$ cat config.mk
export PLATFORM = sky130hd
export DESIGN_NAME = frame_sync_tracker_flat
export DESIGN_NICKNAME = d
export VERILOG_FILES = /design/src/rtl/frame_sync_tracker_pkg.sv /design/src/rtl/frame_sync_tracker_if.sv /design/src/rtl/frame_sync_tracker_weight_ram.sv /design/src/rtl/frame_sync_tracker.sv /design/src/flat_wrapper.sv
export SDC_FILE = /design/constraint.sdc
export NUM_CORES = 1
export LEC_CHECK = 0
export ABC_AREA = 1
export BUFFER_PORTS_ARGS = -buffer_cell sky130_fd_sc_hd__clkbuf_2
export CORE_AREA = 5 5 286 288
export DETAILED_ROUTE_END_ITERATION = 8
export DIE_AREA = 0 0 291 293
export GPL_TIMING_DRIVEN = 0
export SLEW_MARGIN = 10
export SYNTH_ARGS = -nofsm -noshare
export SYNTH_HDL_FRONTEND = slang
export SYNTH_SLANG_ARGS = --single-unit
$ cat constraint.sdc
create_clock -name clk -period 7.6 [get_ports clk]
set_input_delay 0.76 -clock clk [delete_from_list [all_inputs] [get_ports clk]]
set_output_delay 0.76 -clock clk [all_outputs]
set_load 0.02 [all_outputs]
$ cat src/rtl/frame_sync_tracker_pkg.sv
// Shared sizing, state encoding and helpers for the frame sync tracker.
// Weight width follows the correlator's saturation range.
package frame_sync_tracker_pkg;
   localparam int BITS_PER_FRAME = 80;
   localparam int NUM_FRAMES     = 32;
   localparam int MAX_CORR_VAL   = 256;

   function automatic int weight_w(input int max_val);
      return $clog2(max_val);
   endfunction

   localparam int W       = weight_w(MAX_CORR_VAL);
   localparam int PTR_W   = 7;
   localparam int FRAME_W = $clog2(NUM_FRAMES);

   typedef enum logic [1:0] {CLEAR, ACCUM, LOCKED} sync_state_t;

   typedef struct packed {
      logic [PTR_W-1:0] pos;
      logic [W-1:0]     w;
   } peak_t;

   function automatic logic [PTR_W-1:0] ptr_inc(input logic [PTR_W-1:0] p);
      return (p == PTR_W'(BITS_PER_FRAME - 1)) ? '0 : p + PTR_W'(1);
   endfunction
endpackage

$ cat src/rtl/frame_sync_tracker_if.sv
// Correlator-side and lock-status signals of the frame sync tracker.
// master = upstream correlator/controller, slave = the tracker.
interface frame_sync_tracker_if;
   import frame_sync_tracker_pkg::*;

   logic               bit_valid_in;
   logic [W-1:0]       past_weight_out;
   logic               corr_valid_in;
   logic [W-1:0]       corr_weight_in;
   logic               relock_in;
   logic               ready_out;
   logic               lock_out;
   logic               lock_valid_out;
   logic               lock_fail_out;
   logic [PTR_W-1:0]   offset_out;
   logic [W-1:0]       peak_out;
   logic               frame_start_out;

   modport master (
      output bit_valid_in, corr_valid_in, corr_weight_in, relock_in,
      input  past_weight_out, ready_out, lock_out, lock_valid_out, lock_fail_out,
             offset_out, peak_out, frame_start_out
   );

   modport slave (
      input  bit_valid_in, corr_valid_in, corr_weight_in, relock_in,
      output past_weight_out, ready_out, lock_out, lock_valid_out, lock_fail_out,
             offset_out, peak_out, frame_start_out
   );
endinterface

$ cat src/rtl/frame_sync_tracker_weight_ram.sv
// Per-position weight store: one synchronous write port, one combinational read port.
// A same-cycle read of the address being written returns the value held before the write.
module frame_sync_tracker_weight_ram
   import frame_sync_tracker_pkg::*;
(
   input  logic             clk,
   input  logic             we,
   input  logic [PTR_W-1:0] wr_addr,
   input  logic [W-1:0]     wr_dat,
   input  logic [PTR_W-1:0] rd_addr,
   output logic [W-1:0]     rd_dat
);
   logic [W-1:0] mem [BITS_PER_FRAME];

   always_ff @(posedge clk) begin
      if (we) mem[wr_addr] <= wr_dat;
   end

   assign rd_dat = mem[rd_addr];
endmodule

$ cat src/rtl/frame_sync_tracker.sv
// Weight store, final-frame peak search and lock tracking around the frame correlator.
// past_weight is combinational, status pulses are registered 1 cycle; ready_out stays low while the store clears.
module frame_sync_tracker
   import frame_sync_tracker_pkg::*;
#(
   parameter int LOCK_THRESH = 200
) (
   input logic clk,
   input logic sys_rst,
   frame_sync_tracker_if.slave bus
);
   sync_state_t      state, state_nxt;
   logic [PTR_W-1:0] clr_ptr, rd_ptr, wr_ptr, ram_addr;
   logic [FRAME_W-1:0] frame_cnt;
   peak_t            best, cand, lock_res;
   logic [W-1:0]     ram_wr_dat, ram_rd_dat;
   logic             ram_we, ready, running, wr_fire, rd_fire, wr_last;
   logic             search, cand_hit, decide, lock_ok;
   logic             lock_q, lock_valid_q, lock_fail_q, frame_start_q;

   assign running  = (state != CLEAR);
   assign wr_fire  = running && bus.corr_valid_in;
   assign rd_fire  = running && bus.bit_valid_in;
   assign wr_last  = (wr_ptr == PTR_W'(BITS_PER_FRAME - 1));
   assign search   = (state == ACCUM) && wr_fire && (frame_cnt == FRAME_W'(NUM_FRAMES - 1));
   assign cand_hit = search && (bus.corr_weight_in > best.w);
   // The decision must see the final write of the frame, so it judges the candidate, not best.
   assign decide   = search && wr_last && !bus.relock_in;
   assign lock_ok  = (cand.w >= W'(LOCK_THRESH));

   always_comb begin
      cand = best;
      if (cand_hit) begin
         cand.pos = wr_ptr;
         cand.w   = bus.corr_weight_in;
      end
   end

   always_ff @(posedge clk) begin
      if (!sys_rst) state <= CLEAR;
      else          state <= state_nxt;
   end

   always_comb begin
      state_nxt = state;
      if (bus.relock_in) begin
         state_nxt = CLEAR;
      end else begin
         case (state)
            CLEAR:   if (clr_ptr == PTR_W'(BITS_PER_FRAME - 1)) state_nxt = ACCUM;
            ACCUM:   if (decide) state_nxt = lock_ok ? LOCKED : CLEAR;
            LOCKED:  state_nxt = LOCKED;
            default: state_nxt = CLEAR;
         endcase
      end
   end

   always_comb begin
      ready      = 1'b0;
      ram_we     = wr_fire;
      ram_addr   = wr_ptr;
      ram_wr_dat = bus.corr_weight_in;
      case (state)
         CLEAR: begin
            ram_we     = 1'b1;
            ram_addr   = clr_ptr;
            ram_wr_dat = '0;
         end
         ACCUM, LOCKED: ready = 1'b1;
         default: ready = 1'b0;
      endcase
   end

   always_ff @(posedge clk) begin
      if (!sys_rst) begin
         clr_ptr       <= '0;
         rd_ptr        <= '0;
         wr_ptr        <= '0;
         frame_cnt     <= '0;
         best          <= '0;
         lock_res      <= '0;
         lock_q        <= 1'b0;
         lock_valid_q  <= 1'b0;
         lock_fail_q   <= 1'b0;
         frame_start_q <= 1'b0;
      end else begin
         lock_valid_q  <= 1'b0;
         lock_fail_q   <= 1'b0;
         frame_start_q <= 1'b0;
         if (state_nxt == CLEAR) begin
            clr_ptr     <= (state == CLEAR && !bus.relock_in) ? ptr_inc(clr_ptr) : '0;
            rd_ptr      <= '0;
            wr_ptr      <= '0;
            frame_cnt   <= '0;
            best        <= '0;
            lock_res    <= '0;
            lock_q      <= 1'b0;
            lock_fail_q <= decide && !lock_ok;
         end else begin
            clr_ptr <= '0;
            if (rd_fire) rd_ptr <= ptr_inc(rd_ptr);
            if (wr_fire) begin
               wr_ptr <= ptr_inc(wr_ptr);
               if (wr_last) frame_cnt <= frame_cnt + FRAME_W'(1);
            end
            if (cand_hit) best <= cand;
            if (decide) begin
               lock_q       <= 1'b1;
               lock_valid_q <= 1'b1;
               lock_res     <= cand;
            end
            frame_start_q <= (state == LOCKED) && wr_fire && (wr_ptr == lock_res.pos);
         end
      end
   end

   frame_sync_tracker_weight_ram u_ram (
      .clk     (clk),
      .we      (ram_we),
      .wr_addr (ram_addr),
      .wr_dat  (ram_wr_dat),
      .rd_addr (rd_ptr),
      .rd_dat  (ram_rd_dat)
   );

   assign bus.past_weight_out = running ? ram_rd_dat : '0;
   assign bus.ready_out       = ready;
   assign bus.lock_out        = lock_q;
   assign bus.lock_valid_out  = lock_valid_q;
   assign bus.lock_fail_out   = lock_fail_q;
   assign bus.offset_out      = lock_res.pos;
   assign bus.peak_out        = lock_res.w;
   assign bus.frame_start_out = frame_start_q;
endmodule

$ cat src/flat_wrapper.sv
// flat-port wrapper written by rule: the top's interface ports become plain ports
module frame_sync_tracker_flat import frame_sync_tracker_pkg::*;
#(
   parameter int LOCK_THRESH = 200
)
  (clk, sys_rst, bus_bit_valid_in, bus_corr_valid_in, bus_corr_weight_in, bus_relock_in, bus_past_weight_out, bus_ready_out, bus_lock_out, bus_lock_valid_out, bus_lock_fail_out, bus_offset_out, bus_peak_out, bus_frame_start_out);
  frame_sync_tracker_if bus_i ();
  input logic clk;
  input logic sys_rst;
  input wire logic [$bits(bus_i.bit_valid_in)-1:0] bus_bit_valid_in;
  input wire logic [$bits(bus_i.corr_valid_in)-1:0] bus_corr_valid_in;
  input wire logic [$bits(bus_i.corr_weight_in)-1:0] bus_corr_weight_in;
  input wire logic [$bits(bus_i.relock_in)-1:0] bus_relock_in;
  output wire logic [$bits(bus_i.past_weight_out)-1:0] bus_past_weight_out;
  output wire logic [$bits(bus_i.ready_out)-1:0] bus_ready_out;
  output wire logic [$bits(bus_i.lock_out)-1:0] bus_lock_out;
  output wire logic [$bits(bus_i.lock_valid_out)-1:0] bus_lock_valid_out;
  output wire logic [$bits(bus_i.lock_fail_out)-1:0] bus_lock_fail_out;
  output wire logic [$bits(bus_i.offset_out)-1:0] bus_offset_out;
  output wire logic [$bits(bus_i.peak_out)-1:0] bus_peak_out;
  output wire logic [$bits(bus_i.frame_start_out)-1:0] bus_frame_start_out;
  assign bus_i.bit_valid_in = bus_bit_valid_in;
  assign bus_i.corr_valid_in = bus_corr_valid_in;
  assign bus_i.corr_weight_in = bus_corr_weight_in;
  assign bus_i.relock_in = bus_relock_in;
  assign bus_past_weight_out = bus_i.past_weight_out;
  assign bus_ready_out = bus_i.ready_out;
  assign bus_lock_out = bus_i.lock_out;
  assign bus_lock_valid_out = bus_i.lock_valid_out;
  assign bus_lock_fail_out = bus_i.lock_fail_out;
  assign bus_offset_out = bus_i.offset_out;
  assign bus_peak_out = bus_i.peak_out;
  assign bus_frame_start_out = bus_i.frame_start_out;
  frame_sync_tracker #(.LOCK_THRESH(LOCK_THRESH)) u_core (.clk(clk), .sys_rst(sys_rst), .bus(bus_i));
endmodule
==> results of run 1 <==
## synth_stat cells (12+ instances only)
cell / n
a21oi_1: 38
a21oi_2: 49
buf_2: 29
clkbuf_1: 115
dfxtp_1: 69
edfxtp_1: 640
ha_1: 17
inv_1: 87
nand2_1: 177
nand3_1: 54
nor2_1: 494
nor3_1: 12
o211ai_1: 12
o21ai_0: 407
o221ai_1: 22
o22ai_1: 138
## path summary, 6_finish.rpt
path                          start                      end  slack (ps)  cells after the start
setup / recovery           register   bus_past_weight_out[1]        2510                     12
hold / removal    u_core.clr_ptr[0]        u_core.clr_ptr[0]         480                      1
setup reg to reg    u_core.state[0]  u_core.u_ram.mem[57][4]        3070                      8
hold reg to reg   u_core.clr_ptr[0]        u_core.clr_ptr[0]         480                      1
## state kept, by name, summed over array words and instances, names as in the netlist, 2 cells and up, named ones only
register,count
u_core.u_ram.mem,640
u_core.bus.peak_out,8
u_core.rd_ptr,7
u_core.state,2
u_core.clr_ptr,7
u_core.best,15
u_core.wr_ptr,7
u_core.frame_cnt,5
u_core.bus.offset_out,7
## metal layers
metal  vias up  wire length [um]
met5         -                50
met4         2              4755
met3       240              9513
met2      1156             46770
met1     10369             39260
li1       9093                 -
## power groups by stage
stage / Combinational (mW) / Sequential, mW / Clock, mW
floorplan: 0.0246 / 4.28 / 0
global route: 0.0512 / 4.19 / 3.64
detailed placement: 0.0469 / 4.28 / 0
CTS: 0.0471 / 4.19 / 3.47
finish: 0.0480 / 4.19 / 3.45
global placement: 0.0456 / 4.28 / 0
## area by class of cell
cell class / instances / share of cell area, %
Clock buffer: 90 / 5.857
Tap cell: 1050 / 3.957
Timing Repair Buffer: 57 / 1.719
Inverter: 91 / 1.029
Sequential cell: 709 / 62.05
Clock inverter: 39 / 0.9385
Antenna cell: 1 / 0.007538
Buffer: 153 / 1.986
Multi-Input combinational cell: 1481 / 22.46
## cells by family (layout without fill, tap and decap cells)
family | count (synthesis) | in the layout | synth area share, %
flops | 709 | 709 | 71.07
xor+xnor | 18 | 18 | 0.5439
simple gates | 754 | 754 | 10.40
fa+ha+maj | 17 | 17 | 0.7338
buf+inv | 244 | 430 | 3.453
mux | 3 | 3 | 0.1036
compound gates | 689 | 689 | 13.70
other cells | 0 | 1 | 0
## worst max-delay path, cell delays in order (launching register included)
cell      delay, ps
dfxtp_1         620
buf_4           270
buf_2           220
clkbuf_1        770
o21ai_0         230
o22ai_1         370
o21ai_0         130
o21ai_0         440
nand3_1         200
nand3_1         110
nand2_1         100
inv_1            70
clkbuf_2        160
## per-stage QoR
stage	std cells	util, %
2_1_floorplan	2434	-
3_3_place_gp	3524	38.80
3_5_place_dp	3541	39.36
4_1_cts	3670	42.23
5_1_grt	3670	42.23
6_report	3671	42.23
==> qor.txt, run 1 <==
Status = finished, final reports clean
Lkg Pwr = 11.13 nW
Layout area overhead = 14.53%
Switching share of power = 20.21%
Clock skew = 22.00 ps
Yosys reg bits = 709
Post-CTS Hold Buffers = 0
Synth Cell Area = 0.02899 mm^2
# rows = 103
Ys flop type = edfxtp_1
Share of post-route cells with drive strength above 1 = 10.19%
Initial antenna violation count = 2
WL/cell = 27.34 um
Detailed placer's ending HPWL = 70,790 um
PwrDens = 231.6 mW/mm^2
CP max FO = 10
Largest net degree at the start of global routing = 41
DR DRC count = 0
Drt total wl = 100,400 um
Max_slew headroom = 15.03%
Number of library cell types mapped by synthesis = 47
CP endpoint kind = output port
Fin Hold WS = 478.7 ps
CTS Sinks = 709
Total Routing Usage GR = 22.76%
Core ar. = 0.07861 mm^2
Post-layout min period = 5093 ps
Vias/cell = 5.682
Tightest Pin Transition = 1270 ps
Net Count, Synth = 2,464
Fin area = 0.03320 mm^2
Critical path launch point type = register
I/O Pins = 41
Post-CTS setup buffers = 0
Slew Limit Fails = 0
Final period util = 67.01%
Slack of the critical path = 2507 ps
Sequential power share = 54.5%
Sum Neg Setup Slack = 0 ps
DRT iter0 DRCs = 2,788
Fill count = 7,363
Dpl ws = 3193 ps
GR Util met3 = 4.346%
Max capacitance violation total = 0
Root Driver = clkbuf_16
Clk Latency, worst-skew pair = 630 ps
CP Data Required Time = 6840 ps
First-pass GRT wire length = 141,800 um
Seq. cell area = 0.02060 mm^2
RSZ-0062 raised after global routing = no
Register area share after synthesis = 71.07%
Initial Utilization = 36.87%
Num CTS Buffers = 72
Ys Warns = 0
Comb power frac = 0.6%
Pint = 6.135 mW
Die width = 291 um
Clock transition at path regs = 60 ps
Post-Place Cell Area = 0.03094 mm^2
Pre-Repair DR Iteration Count = 9
Type of the tightest min-delay check = register to register
Clock Tree Buf Depth = 3
Max Clk Rate = 196.4 MHz
DR vias = 20,860
Number of global-route vias before repair = 20,090
Met1 usage = 29.83%
GRT met2 Usage = 37.26%
Ranking of synthesized cells by area = edfxtp_1 66%, o21ai_0 7.0%, nor2_1 6.4%
PortBufs = 40
Final setup vio count = 0
Synth Area per Inst = 11.91 um^2
Leading area contributor after synthesis = edfxtp_1
Nets = 2,595
Multi-input gate area = 0.007455 mm^2
Power Total = 7.689 mW
Maximum VDD drop = 0.0001891 V
Antenna viol nets, final = 0
P_sw = 1.554 mW
Clock H-tree levels = 3
Number of synthesized flops with an enable pin = 640
GPL Wtd Cong = 0.9814
Post-synth top area share = 66.30%
Global route total overflow = 0
CP Class = register to output port
Clock power frac = 44.8%
Critical Path AT = 4330 ps
Die footprint = 0.08526 mm^2
GRT busiest layer = met2
CTS tree = built
Most frequent cells in the layout = 640 x edfxtp_1, 486 x nor2_1, 407 x o21ai_0, 177 x nand2_1, 138 x o22ai_1
Most common cell after layout, fill and taps aside = edfxtp_1
Hold Fails Final Rpt = 0
Mapped Cells = 2,434
Asr flop ratio synth = 0%
DIE HEIGHT = 293 um
CTS resizes = 0
(Power assumes the default switching activity.)
==> run 2: changes to the inputs <==
ABC_AREA = 0   (was 1)
CORE_AREA = 5 5 283 285   (was 5 5 286 288)
DIE_AREA = 0 0 288 290   (was 0 0 291 293)
clock period = 4.9 ns   (was 7.6 ns; I/O delays follow)
==> qor.txt, run 2 <==
Slack of the critical path = 262.5 ps (-2245 ps)
Max capacitance violation total = 0 (unchanged)
CP Data Required Time = 4410 ps (-2430 ps)
Max_slew headroom = 22.11% (+7.1 points)
RSZ-0062 raised after global routing = no
Critical path's most frequent cell = buf_2
Ys Warns = 0 (unchanged)
Net Count, Synth = 1,560 (-37%)
Reg with most FFs = u_core.u_ram.mem
Clock skew = 21.01 ps (-0.9974 ps)
DR DRC count = 0 (unchanged)
Seq. cell area = 0.02060 mm^2 (unchanged)
Fin Hold WS = 285.3 ps (-193.4 ps)
Top-count cell post-synth = edfxtp_1
Clock power frac = 45.1% (+0.3 points)
Fill count = 6,832 (-7.2%)
Nets = 1,692 (-35%)
Total Routing Usage GR = 15.87% (-6.9 points)
DRT iter0 DRCs = 1,503 (-46%)
PortBufs = 40 (unchanged)
Switching share of power = 18.94% (-1.3 points)
Diode count = 0 (-1)
Mapped Cells = 1,530 (-37%)
Leading area contributor after synthesis = edfxtp_1
CP top delay family = buffers and inverters
CP max FO = 10 (unchanged)
DR vias = 14,831 (-29%)
P_sw = 2.272 mW (+46%)
DIE HEIGHT = 290 um (-1.0%)
First-pass GRT wire length = 100,100 um (-29%)
CP max stage cell = o21ai_0
Die footprint = 0.08352 mm^2 (-2.0%)
R2R Setup Slk = 1100 ps (-1970 ps)
Asr flop ratio synth = 0% (unchanged)
Multi-input gate area = 0.007276 mm^2 (-2.4%)
Crit-path cells = buf_2, buf_4, buf_2, buf_2, mux4_2, a22oi_1, nand2_1, o21ai_0, o211ai_1, clkbuf_2
Clock transition at path regs = 60 ps (about the same)
Comb power frac = 0.6% (about the same)
Critical path launch point type = register
Root Driver = clkbuf_16
Die width = 288 um (-1.0%)
Pint = 9.721 mW (+58%)
Maximum VDD drop = 0.0003030 V (+60%)
Clk Latency, worst-skew pair = 610 ps (-20 ps)
Share of post-route cells with drive strength above 1 = 23.78% (+14 points)
Worst R2R Start = u_core.state[1]
CP endpoint kind = output port
Ys flop type = edfxtp_1
I/O Pins = 41 (unchanged)
CTS tree = built
Most frequent cells in the layout = 640 x edfxtp_1, 160 x mux4_2, 130 x nor2_1, 78 x clkbuf_16, 69 x dfxtp_1
Lkg Pwr = 10.28 nW (-7.6%)
Yosys reg bits = 709 (unchanged)
CP Class = register to output port
Critical Path AT = 4150 ps (-180 ps)
Sequential power share = 54.3% (-0.2 points)
Post-CTS Hold Buffers = 0 (unchanged)
Drt total wl = 66,550 um (-34%)
WL/cell = 24.15 um (-12%)
Power Total = 11.99 mW (+56%)
Ranking of synthesized cells by area = edfxtp_1 68%, mux4_2 13%, dfxtp_1 4.9%
Final setup vio count = 0 (unchanged)
Status = finished, final reports clean
Final period util = 94.64%
Clock Tree Buf Depth = 3 (unchanged)
Post-synth top area share = 68.00% (+1.7 points)
Clock H-tree levels = 3 (unchanged)
CTS Sinks = 709 (unchanged)
Commonest cells in the netlist = 640 x edfxtp_1, 160 x mux4_2, 131 x nor2_1
GPL Wtd Cong = 0.8532 (-13%)
Global route total overflow = 0 (unchanged)
Bufs and invs on worst path = 5 (unchanged)
Hold Fails Final Rpt = 0 (unchanged)
CP endpoint = bus_past_weight_out[1]
Slowest Stage Delay on Critical Path = 520 ps (-250 ps)
Post-layout min period = 4638 ps
PwrDens = 368.5 mW/mm^2 (+59%)
Initial antenna violation count = 0 (-2)
Pre-Repair DR Iteration Count = 5 (-4)
Synth Cell Area = 0.02826 mm^2 (-2.5%)
Number of synthesized flops with an enable pin = 640 (unchanged)
Num CTS Buffers = 74 (+2.8%)
Largest net degree at the start of global routing = 40 (-2.4%)
Type of the tightest min-delay check = input pin to register
Number of global-route vias before repair = 15,077 (-25%)
Final cell count without fillers = 2,756 (-25%)
Initial Utilization = 36.66% (-0.21 points)
Layout area overhead = 15.15%
Dpl ws = 777.6 ps (-2415 ps)
Max Clk Rate = 215.6 MHz
Most common cell after layout, fill and taps aside = edfxtp_1
Critical Path Stages = 10 (-2)
Detailed placer's ending HPWL = 45,840 um (-35%)
Vias/cell = 5.381 (-5.3%)
Slew Limit Fails = 0 (unchanged)
Tightest Pin Transition = 1164 ps (-105.8 ps)
# rows = 102 (-0.97%)
Core ar. = 0.07708 mm^2 (-1.9%)
Antenna viol nets, final = 0 (unchanged)
Number of flip-flops in the largest register = 640 (unchanged)
Register area share after synthesis = 72.89% (+1.8 points)
Number of library cell types mapped by synthesis = 65 (+38%)
Placed cell count = 2,626 (-26%)
Synth Area per Inst = 18.47 um^2 (+55%)
Reg2reg path depth = 7 (-1)
Worst reg2reg path endpoint = u_core.u_ram.mem[5][2]
==> run 2: cell count changes after synthesis, sizes merged, moves of 42 or more <==
cell | previous run | this run
mux4 | 0 | 160
nand2 | 178 | 60
clkbuf | 115 | 23
o21ai | 415 | 25
nor2 | 495 | 133
a21oi | 88 | 29
inv | 88 | 12
o22ai | 138 | 8
nand3 | 57 | 15
==> run 2: stage by stage <==
step | setup TNS, ps | cell area, um^2 | utilization, %
after floorplan | 0 | 28260 | -
after global placement | -1012210 | 29760 | 38.61
after detailed placement | 0 | 30220 | 39.20
after CTS | 0 | 32540 | 42.22
after global routing | 0 | 32540 | 42.22
final | 0 | 32540 | 42.22
==> run 2: kinds of logic (layout without fill, tap and decap cells) <==
kind of cell	after synthesis	after routing	share of synthesized area, %
compound gates	148	148	3.843
xor+xnor	20	20	0.6198
fa+ha+maj	17	17	0.7526
mux	205	205	14.39
simple gates	341	341	5.911
buf+inv	90	276	1.594
flops	709	709	72.89
==> run 2: worst min-delay path by stage <==
stage               slack (ps)  cells after the start              startpoint                     end
floorplan                  460                      1       u_core.clr_ptr[0]       u_core.clr_ptr[0]
global placement           500                      2  u_core.bus.peak_out[7]  u_core.bus.peak_out[7]
detailed placement         510                      2     u_core.bus.lock_out     u_core.bus.lock_out
CTS                        260                      3   bus_corr_weight_in[4]          u_core.best[4]
global route               310                      3   bus_corr_weight_in[7]          u_core.best[7]
finish                     290                      3   bus_corr_weight_in[1]          u_core.best[1]
==> run 2: timing repair <==
item / in CTS / in global routing
buffers inserted: 0 / 0
setup endpoints to repair: 0 / 1
resized for setup: 0 / 3
==> run 2: tightest hold or removal path, delay by kind of cell <==
family | cells | cell delay [ps]
AOI/OAI and AO/OA | 1 | 90
and+or+nand+nor | 1 | 120
buffers and inverters | 1 | 110
==> run 2: layer usage <==
layer / global-route usage, % / share of wire (%)
met1: 22.63 / 43
met2: 24.79 / 48
met3: 3.579 / 6.7
met4: 4.224 / 2.5
met5: 0 / 0
==> run 2: layout make-up <==
type / instances / area share, %
sequential: 709 / 63.30
multi-input combinational: 731 / 22.36
clock buffer: 99 / 6.301
tap: 1040 / 3.998
timing repair buffer: 56 / 1.807
buffer: 78 / 1.250
clock inverter: 31 / 0.8497
inverter: 12 / 0.1384
==> run 2: power groups by stage <==
stage	Combinational [mW]	Clock, mW	Sequential [mW]
after detailed placement	0.0778	0	6.63
after global routing	0.0840	5.76	6.50
after floorplan	0.0437	0	6.63
after global placement	0.0744	0	6.63
after CTS	0.0781	5.50	6.51
final	0.0777	5.41	6.51
